## config.mk

```make
export PLATFORM = sky130hd
export DESIGN_NAME = mdr_seq_unit
export DESIGN_NICKNAME = d
export VERILOG_FILES = /design/src/rtl/mdr_pkg.sv /design/src/rtl/mdr_iter_counter.sv /design/src/rtl/mdr_seq_unit.sv
export SDC_FILE = /design/constraint.sdc
export NUM_CORES = 1
export LEC_CHECK = 0
export ABC_AREA = 0
export BUFFER_PORTS_ARGS = -buffer_cell sky130_fd_sc_hd__clkbuf_2
export CAP_MARGIN = 15
export CORE_UTILIZATION = 47
export CTS_BUF_LIST = sky130_fd_sc_hd__clkbuf_16
export DETAILED_ROUTE_END_ITERATION = 8
export HOLD_SLACK_MARGIN = 0.12
export SLEW_MARGIN = 30
export SYNTH_ARGS = -nofsm -noshare
export SYNTH_HDL_FRONTEND = slang
export SYNTH_SLANG_ARGS = --single-unit
export TNS_END_PERCENT = 20
```

## constraint.sdc

```tcl
create_clock -name clk -period 4.1 [get_ports clk]
set_clock_uncertainty 0.1 [all_clocks]
set_input_delay 0.82 -clock clk [delete_from_list [all_inputs] [get_ports clk]]
set_output_delay 0.82 -clock clk [all_outputs]
set_load 0.01 [all_outputs]
```

## src/rtl/mdr_pkg.sv

```systemverilog
// mdr_pkg
// Shared definitions for the iterative multiply / divide / square-root unit:
//   - opcode encodings (OP_MUL, OP_SQRT, OP_DIV, OP_RSV)
//   - FSM state enumeration (state_t)
//   - iteration counter width helper (CNT_W for the default word length,
//     cnt_width() for any other WORD_LENGTH)
`timescale 1ns/1ps
package mdr_pkg;

    localparam logic [1:0] OP_MUL  = 2'b00;
    localparam logic [1:0] OP_SQRT = 2'b01;
    localparam logic [1:0] OP_DIV  = 2'b10;
    localparam logic [1:0] OP_RSV  = 2'b11;

    typedef enum logic [2:0] {
        S_IDLE,
        S_LOAD,
        S_MUL,
        S_SQR,
        S_DIV,
        S_FIX,
        S_DONE
    } state_t;

    localparam int WORD_LENGTH_DEF = 16;
    localparam int CNT_W           = $clog2(WORD_LENGTH_DEF) + 1;

    function automatic int cnt_width(input int w);
        return $clog2(w) + 1;
    endfunction

endpackage

```

## src/rtl/mdr_iter_counter.sv

```systemverilog
// mdr_iter_counter
// Loadable down-counter that paces the iterative states of mdr_seq_unit.
// It is loaded with (iterations - 1) and flags the last iteration when it
// reaches zero; it never wraps below zero.
// Ports:
//   clk      rising-edge clock
//   reset    asynchronous active-low reset
//   load     load load_val (takes priority over en)
//   load_val value loaded on load
//   en       decrement enable
//   term     high while the count is zero (last iteration)
`timescale 1ns/1ps
module mdr_iter_counter import mdr_pkg::*; #(
    parameter int CW = CNT_W
) (
    input  logic          clk,
    input  logic          reset,
    input  logic          load,
    input  logic [CW-1:0] load_val,
    input  logic          en,
    output logic          term
);

    logic [CW-1:0] count;

    always_ff @(posedge clk or negedge reset) begin
        if (!reset) begin
            count <= '0;
        end else if (load) begin
            count <= load_val;
        end else if (en && (count != '0)) begin
            count <= count - CW'(1);
        end
    end

    assign term = (count == '0);

endmodule

```

## src/rtl/mdr_seq_unit.sv

```systemverilog
// mdr_seq_unit
// Iterative signed multiply, signed truncating divide and unsigned square
// root. One multiplier / quotient bit per cycle, two radicand bits per cycle.
// Optional feature macro: MDR_DIV_EN (defined = divider present; undefined =
// op 2'b10 is answered as a reserved opcode).
// Ports:
//   clk        rising-edge clock
//   reset      asynchronous active-low reset
//   start      command strobe, sampled only in IDLE
//   op         00 MUL, 01 SQRT, 10 DIV, 11 reserved
//   data_x     multiplicand / radicand / dividend
//   data_y     multiplier / divisor (ignored for SQRT)
//   busy       high in every state except IDLE
//   ready      one-cycle completion pulse
//   error      qualifies ready (reserved op or divide by zero)
//   result_hi  MUL product high half, DIV remainder, SQRT remainder
//   result_lo  MUL product low half, DIV quotient, SQRT root
`timescale 1ns/1ps
module mdr_seq_unit import mdr_pkg::*; #(
    parameter int WORD_LENGTH = 16
) (
    input  logic                   clk,
    input  logic                   reset,
    input  logic                   start,
    input  logic [1:0]             op,
    input  logic [WORD_LENGTH-1:0] data_x,
    input  logic [WORD_LENGTH-1:0] data_y,
    output logic                   busy,
    output logic                   ready,
    output logic                   error,
    output logic [WORD_LENGTH-1:0] result_hi,
    output logic [WORD_LENGTH-1:0] result_lo
);

    localparam int W  = WORD_LENGTH;
    localparam int W2 = 2 * WORD_LENGTH;
    localparam int CW = cnt_width(WORD_LENGTH);

    state_t            state;
    logic [1:0]        op_r;
    logic [W-1:0]      x_r, y_r;
    logic              sx, sy;
    logic [W-1:0]      a_mag;   // multiplicand or divisor magnitude
    logic [W-1:0]      sh_q;    // multiplier / dividend->quotient / radicand shifter
    logic [W-1:0]      acc_hi;  // product high half
    logic [W-1:0]      root_q;
    logic signed [W+1:0] rem_r; // partial remainder (divide and root)

    logic              load_err;
    logic              cnt_term;
    logic [CW-1:0]     cnt_val;
    logic [W:0]        mul_sum;
    logic signed [W+1:0] sq_shift, sq_next;
    logic [W-1:0]      sq_rem_fix;
    logic [W-1:0]      fin_hi, fin_lo;
`ifdef MDR_DIV_EN
    logic signed [W+1:0] dv_m, dv_shift, dv_next;
    logic [W-1:0]      dv_rem;
`endif

    function automatic logic [W-1:0] mag(input logic [W-1:0] v);
        return v[W-1] ? (~v) + W'(1) : v;
    endfunction

    function automatic logic [W-1:0] neg_w(input logic [W-1:0] v, input logic n);
        return n ? (~v) + W'(1) : v;
    endfunction

    function automatic logic [W2-1:0] neg_w2(input logic [W2-1:0] v, input logic n);
        return n ? (~v) + W2'(1) : v;
    endfunction

    assign cnt_val = (op_r == OP_SQRT) ? CW'(W/2 - 1) : CW'(W - 1);

    mdr_iter_counter #(.CW(CW)) u_cnt (
        .clk      (clk),
        .reset    (reset),
        .load     (state == S_LOAD),
        .load_val (cnt_val),
        .en       (state == S_MUL || state == S_SQR || state == S_DIV),
        .term     (cnt_term)
    );

    always_comb begin
        load_err = (op_r == OP_RSV);
`ifdef MDR_DIV_EN
        if (op_r == OP_DIV && y_r == '0) load_err = 1'b1;
`else
        if (op_r == OP_DIV) load_err = 1'b1;
`endif
    end

    // Iteration step: shift-add multiply, non-restoring root (and divide).
    always_comb begin
        mul_sum    = {1'b0, acc_hi} + {1'b0, (sh_q[0] ? a_mag : '0)};
        sq_shift   = $signed({rem_r[W-1:0], sh_q[W-1:W-2]});
        sq_next    = rem_r[W+1] ? sq_shift + $signed({root_q, 2'b11})
                                : sq_shift - $signed({root_q, 2'b01});
        // A negative final root remainder is restored by adding 2*root+1.
        sq_rem_fix = W'(rem_r[W+1] ? rem_r + $signed({1'b0, root_q, 1'b1}) : rem_r);
`ifdef MDR_DIV_EN
        dv_m     = $signed({2'b00, a_mag});
        dv_shift = $signed({rem_r[W:0], sh_q[W-1]});
        dv_next  = rem_r[W+1] ? dv_shift + dv_m : dv_shift - dv_m;
        dv_rem   = W'(rem_r[W+1] ? rem_r + dv_m : rem_r);
`endif
    end

    // Sign fix-up of the final magnitudes.
    always_comb begin
        {fin_hi, fin_lo} = neg_w2({acc_hi, sh_q}, sx ^ sy);
        case (op_r)
            OP_SQRT: begin
                fin_hi = sq_rem_fix;
                fin_lo = root_q;
            end
`ifdef MDR_DIV_EN
            OP_DIV: begin
                fin_hi = neg_w(dv_rem, sx);
                fin_lo = neg_w(sh_q, sx ^ sy);
            end
`endif
            default: ;
        endcase
    end

    // Control FSM with registered outputs.
    always_ff @(posedge clk or negedge reset) begin
        if (!reset) begin
            state     <= S_IDLE;
            busy      <= 1'b0;
            ready     <= 1'b0;
            error     <= 1'b0;
            result_hi <= '0;
            result_lo <= '0;
        end else begin
            ready <= 1'b0;
            error <= 1'b0;
            case (state)
                S_IDLE: if (start) begin
                    state <= S_LOAD;
                    busy  <= 1'b1;
                end
                S_LOAD: begin
                    if (load_err) begin
                        state     <= S_DONE;
                        ready     <= 1'b1;
                        error     <= 1'b1;
                        result_hi <= '0;
                        result_lo <= '0;
                    end else begin
                        case (op_r)
                            OP_MUL:  state <= S_MUL;
                            OP_SQRT: state <= S_SQR;
`ifdef MDR_DIV_EN
                            default: state <= S_DIV;
`else
                            default: state <= S_IDLE;
`endif
                        endcase
                    end
                end
                S_MUL, S_SQR, S_DIV: if (cnt_term) state <= S_FIX;
                S_FIX: begin
                    state     <= S_DONE;
                    ready     <= 1'b1;
                    result_hi <= fin_hi;
                    result_lo <= fin_lo;
                end
                S_DONE: begin
                    state <= S_IDLE;
                    busy  <= 1'b0;
                end
                default: begin
                    state <= S_IDLE;
                    busy  <= 1'b0;
                end
            endcase
        end
    end

    // Datapath registers carry no reset; they are always reloaded in LOAD.
    always_ff @(posedge clk) begin
        case (state)
            S_IDLE: if (start) begin
                op_r <= op;
                x_r  <= data_x;
                y_r  <= data_y;
            end
            S_LOAD: begin
                sx     <= x_r[W-1];
                sy     <= y_r[W-1];
                acc_hi <= '0;
                rem_r  <= '0;
                root_q <= '0;
                case (op_r)
                    OP_MUL: begin
                        a_mag <= mag(x_r);
                        sh_q  <= mag(y_r);
                    end
                    OP_SQRT: begin
                        a_mag <= '0;
                        sh_q  <= x_r;
                    end
                    default: begin
                        a_mag <= mag(y_r);
                        sh_q  <= mag(x_r);
                    end
                endcase
            end
            S_MUL: begin
                acc_hi <= mul_sum[W:1];
                sh_q   <= {mul_sum[0], sh_q[W-1:1]};
            end
            S_SQR: begin
                rem_r  <= sq_next;
                root_q <= {root_q[W-2:0], ~sq_next[W+1]};
                sh_q   <= {sh_q[W-3:0], 2'b00};
            end
`ifdef MDR_DIV_EN
            S_DIV: begin
                rem_r <= dv_next;
                sh_q  <= {sh_q[W-2:0], ~dv_next[W+1]};
            end
`endif
            default: ;
        endcase
    end

endmodule

```

======== Word-level counts from Yosys, hierarchy flattened ========
Index checks and enable logic that the tools add are counted.
word-level totals
  register bits after elaboration ......... 161
  bits of input ports ..................... 37
  output and inout port bits .............. 35
  logic and storage cells ................. 91
cells by class
  $add $sub $neg .......................... 8
  equal/unequal tests ..................... 11
  multiplexer cells ....................... 31
  bitwise logic cells ..................... 6
  reduce and logical (&&, ||, !) cells .... 18
operator list
  operator                                                                number
  16-bit one-hot mux with 2 select lines                                  6
  16-bit two-way mux                                                      7
  16-bit one-hot mux with 3 select lines                                  1
  18-bit one-hot mux with 2 select lines                                  1
  16-bit by 1-bit adder with 16-bit output (second input constant)        2
  32-bit by 1-bit adder with 32-bit output (second input constant)        1
  32-bit two-way mux                                                      1
  16-bit NOT                                                              2
  32-bit NOT                                                              1
  18-bit adder                                                            1
  18-bit two-way mux                                                      1
  18-bit subtractor                                                       1
  16-bit by 16-bit adder with 17-bit output                               1
  16-bit adder                                                            1
  3-bit one-hot mux with 4 select lines                                   1
  5-bit two-way mux                                                       2
  3-bit two-way mux                                                       3
  2-bit AND reduction                                                     4
  2-bit nonzero test                                                      4
  3-bit by 2-bit equality test with 1-bit output (second input constant)  2
  3-bit equality test (second input constant)                             2
  2-bit inequality test (second input constant)                           3
  5-bit zero test                                                         1
  5-bit nonzero test                                                      1
  other kinds (17)                                                        24

======== Logic depth before layout (Yosys ltp) ========
  depth after elaboration ................. 6
  gate-level depth with buffers ........... 12
  depth with buffers taken out ............ 10

======== Modules after synthesis ========
A second synthesis with hierarchy kept.
unflattened totals
  cells, all modules ...................... 1076
  area total of the unflattened synthesis .. 10463.8 um^2
by module, submodules not included
  module            times used  cells an instance  area an instance (um^2)  sequential area each (um^2)
  mdr_seq_unit      1           1044               10159.7                  4464.3
  mdr_iter_counter  1           32                 304.0                    125.1

======== Least setup slack after synthesis ========
Ideal clock, no wire load.
  kind .................................... flip-flop to flip-flop
  from .................................... register rem_r[17]
  to ...................................... register rem_r[17] (data pin)
  library setup time ...................... 0.263 ns
  arrival time ............................ 2.953 ns
  required time ........................... 3.737 ns
  setup slack ............................. 0.784 ns
  cell stages (with the launch flop) ...... 13
  path buffers ............................ 3
  period minus slack after synthesis ...... 3.316 ns
  path through ............................ edfxtp_1 -> clkbuf_1 -> buf_1 -> clkbuf_1 -> xnor2_1 -> ha_1 -> nand2_1 -> o21ai_0 -> o211ai_1 -> o21ai_0 -> o22ai_1 -> xnor2_1 -> nor2b_1
on the way
  word-level cells in the longest chain between the ends .. 2
ends and longest elaborated chain
  element                                 RTL line             RTL
  from (decl)                             mdr_seq_unit.sv:47   logic signed [W+1:0] rem_r;
  from (signal assigned)                  mdr_seq_unit.sv:216  rem_r <= sq_next;
  18-bit two-way mux                      mdr_seq_unit.sv:97   sq_next = rem_r[W+1] ? sq_shift + $signed({root_q, 2'b11})
  18-bit one-hot mux with 2 select lines  mdr_seq_unit.sv:184  case (state)
Every way passes these cells.
A chain may end at the register's enable or synchronous reset.

======== Worst setup path after layout ========
  from .................................... register sh_q[0]
  to ...................................... register acc_hi[15] (data pin)
on the way
  word-level cells in the longest chain between the ends .. 3
ends and longest elaborated chain
  element                                    RTL line             RTL
  from (decl)                                mdr_seq_unit.sv:44   logic [W-1:0] sh_q;
  from (signal assigned)                     mdr_seq_unit.sv:199  sh_q <= mag(y_r);
  from (signal assigned)                     mdr_seq_unit.sv:203  sh_q <= x_r;
  from (signal assigned)                     mdr_seq_unit.sv:207  sh_q <= mag(x_r);
  16-bit two-way mux                         mdr_seq_unit.sv:95   mul_sum = {1'b0, acc_hi} + {1'b0, (sh_q[0] ? a_mag : '0)};
  16-bit by 16-bit adder with 17-bit output  mdr_seq_unit.sv:95
  16-bit one-hot mux with 2 select lines     mdr_seq_unit.sv:184
  to (signal assigned)                       mdr_seq_unit.sv:212  acc_hi <= mul_sum[W:1];
  to (decl)                                  mdr_seq_unit.sv:45   logic [W-1:0] acc_hi;
Every way passes these cells.

==> impl_metrics.yaml <==
pwr:
  p_total_mw: 10.71
  p_clk_share_pct: 14.8
  power.density_nw_per_um2: 931.8
  p_seq_share_pct: 31.9
  p_sw_share_pct: 44.97
  p_int_mw: 5.892
  leakage_nw: 4.651
  p_sw_mw: 4.815
  power_frac_comb_pct: 53.3
  vdd_drop_max_v: 0.0004621
route:
  vias: 8042
  drtAntennaViolNets: 0
  routed_wirelength_microns: 25920
  drtIter0Drc: 534
  first_pass_iters: 5
  drcViolationCount: 0
  wl_per_cell_microns: 18.62
  vias_per_cell: 5.777
clock_network:
  cts_buffers: 17
  hold_buffers: 0
  clk_pin_slew_ps: 80
  cts_htree_levels: 4
  cts_max_path_buffers: 2
  post_cts_buffers: 0
  clock_latency_ps: 440
  cts_resized: 0
  cts_tree: "built"
  cts_root_buffer: "clkbuf_16"
  clkSinkCount: 160
finish:
  final_cells: 1392
  mostFrequentLayoutCells: "edfxtp_1 (117), o21ai_0 (111), nand2_1 (97)"
  antenna_cells: 0
  nFillCells: 1990
  layout_commonest_cell: "edfxtp_1"
  nets: 1195
  final_util_pct: 54.15
  drive_above_1_share_pct: 13.16
  areaGrowthSynthToFinish_pct: 12.10
synth:
  synth.cell_area_sq_um: 10250
  synth_seq_area_share_pct: 44.77
  synthAdderAreaFrac_pct: 6.737
  yosys_warnings: 0
  synth_cells: 1045
  ys_seq_elements: 160
  synth_nets: 1136
  synth_top_family_by_area: "compound AO/OA/AOI/OAI gates"
  ys.flop_type: "edfxtp_1"
  yosys.area_share.simple_pct: 15.34
  synth_compound_area_share_pct: 17.82
  synthXorXnorAreaFrac_pct: 9.484
  ys_async_sr_fraction_pct: 26.88
  synth_edf_count: 117
  avgSynthCellArea_sq_um: 9.810
  synth_mux_area_share_pct: 2.856
  synth.distinct_cells: 68
global_route:
  grt_pass1_vias: 7561
  grt_max_degree: 39
  grt_overflow: 0
  grt_pass1_wl_microns: 41230
  antenna_found_initial: 1
  grt.total_usage_pct: 24.20
timing:
  slew_headroom_pct: 37.18
  period_share_pct: 79.44
  layout_min_cycle_time_ps: 3257
  hold_viol_final: 0
  grt_setup_unrepaired: "false"
  setup_viol: 0
  slew_violations: 0
  tightest_slew_ps: 942.2
  worst_slack_ps: 842.9
  finalSetupTns_ps: 0
  fmaxAchievable_ghz: 0.3070
die:
  row_count: 53
  die_area_sq_um: 22410
  dieHeight_microns: 149.7
  io_pins: 72
  die_w_microns: 149.7
  core_area_sq_um: 21220
  start_util_pct: 48.31
hold_path:
  hold_path_startpoint: "result_hi[0]"
  min_path_type: "reg2reg"
  whs_endpoint: "result_hi[0]"
  min_path_cells: 2
run_status:
  outcome: "completed"
setup_path:
  required_ps: 4180
  path_class: "reg2reg"
  critPathCaptureType: "flop"
  crit_fanout: 20
  reg2regPathDepth: 10
  r2r_end: "acc_hi[15]"
  crit_arrival_ps: 3330
  cp-start-kind: "flop"
  r2r_slack_ps: 840
  path_cells: "and2_1, ha_1, fa_1, a21oi_1, nor3_1, o41ai_1, a21oi_1, o22ai_1, o21a_1, o22ai_1"
  critical-path-max-stage-delay_ps: 610
  timing.rr.start: "sh_q[0]"
  slowest_stage: "edfxtp_1"
placement:
  post-place-ws_ps: 878.4
  port_buffers: 71
  post-dp-hpwl_microns: 19280
  place_congestion: 0.8712
  placed_cells: 1360
run:
  cap_violations: 0
-- critical path, delay by kind of cell (launching register included) --
| kind | cells | cell delay, ps |
|---|---|---|
| compound gates | 6 | 1300 |
| fa+ha+maj | 2 | 640 |
| flops | 1 | 610 |
| simple gates | 2 | 330 |
-- per-layer routing --
metal	vias to the layer above	wire [microns]	global-route usage, %
li1	3949	-	-
met4	0	297	6.061
met3	21	1146	3.506
met5	-	0	0
met1	3879	12740	34.80
met2	193	11730	38.19
-- final cells by class --
type,instances,area (sq um),area share [%]
Multi-Input combinational cell,805,5386,46.88
Sequential cell,160,4589,39.94
Timing Repair Buffer,87,475.5,4.138
Clock buffer,17,425.4,3.702
Tap cell,275,344.1,2.994
Clock inverter,15,146.4,1.274
Inverter,33,123.9,1.078
-- worst max path at each step --
stage,start,endpoint,slack (ps)
floorplan,rem_r[17],rem_r[17],780
global placement,sh_q[0],acc_hi[15],890
detailed placement,sh_q[0],acc_hi[15],880
CTS,sh_q[0],acc_hi[15],860
global route,sh_q[0],acc_hi[15],610
finish,sh_q[0],acc_hi[15],840
-- sequential cells by signal (all words and copies together) (netlist names) --
signal / flops
a_mag: 16
sx: 1
error: 1
state: 3
busy: 1
y_r: 16
acc_hi: 16
op_r: 2
rem_r: 17
result_hi: 16
x_r: 16
ready: 1
sh_q: 16
sy: 1
result_lo: 16
root_q: 16
u_cnt.count: 5
-- per-stage QoR --
stage,hold slack (ps),area (sq um)
3_5_place_dp,367.5,10910
4_1_cts,383.6,11480
6_report,375.0,11490
5_1_grt,416.5,11490
3_3_place_gp,360.2,10910
2_1_floorplan,324.4,10250
-- cells by family (layout without fill, tap and decap cells) --
group / Yosys count / count (layout)
and+or+nand+nor: 316 / 316
AOI/OAI and AO/OA: 295 / 295
DFF: 160 / 160
xor gates and xnor gates: 111 / 111
buffers and inverters: 80 / 152
adders and majority gates: 54 / 54
muxes: 29 / 29
-- cell usage after synthesis, types with 3 or more instances --
cell type | n | area share [%]
nor2b_1 | 15 | 0.92
o21ai_0 | 111 | 5.4
dfrtp_1 | 43 | 10
nand2_1 | 98 | 3.6
nor2_1 | 80 | 2.9
nor3_1 | 14 | 0.68
a22o_1 | 11 | 0.94
inv_1 | 33 | 1.2
a31oi_1 | 10 | 0.61
and2_1 | 18 | 1.1
o41ai_1 | 8 | 0.68
or3_1 | 20 | 1.2
mux2i_1 | 27 | 2.6
xnor2_1 | 67 | 5.7
o31ai_1 | 16 | 1.2
o221ai_1 | 4 | 0.34
or2_2 | 7 | 0.43
nand2b_1 | 15 | 0.92
o22ai_1 | 10 | 0.61
o211ai_1 | 7 | 0.51
a21o_1 | 7 | 0.51
or4_1 | 5 | 0.37
ha_1 | 52 | 6.3
edfxtp_1 | 117 | 34
and3_1 | 15 | 0.92
o2111ai_1 | 3 | 0.26
nand3_1 | 10 | 0.49
a22oi_1 | 6 | 0.44
a21oi_1 | 60 | 2.9
clkbuf_1 | 38 | 1.4
buf_1 | 6 | 0.22
o21a_1 | 7 | 0.51
xor2_1 | 44 | 3.8
o21ai_1 | 3 | 0.15
a211oi_1 | 9 | 0.66
-- power by group through the flow --
stage	logic (mW)	clock network (mW)	registers, mW
3_5_place_dp	5.66	0	3.44
5_1_grt	6.37	1.66	3.51
3_3_place_gp	5.61	0	3.43
6_report	5.70	1.59	3.42
2_1_floorplan	4.40	0	3.14
4_1_cts	5.70	1.60	3.41
Power figures use the tool's default switching activity.
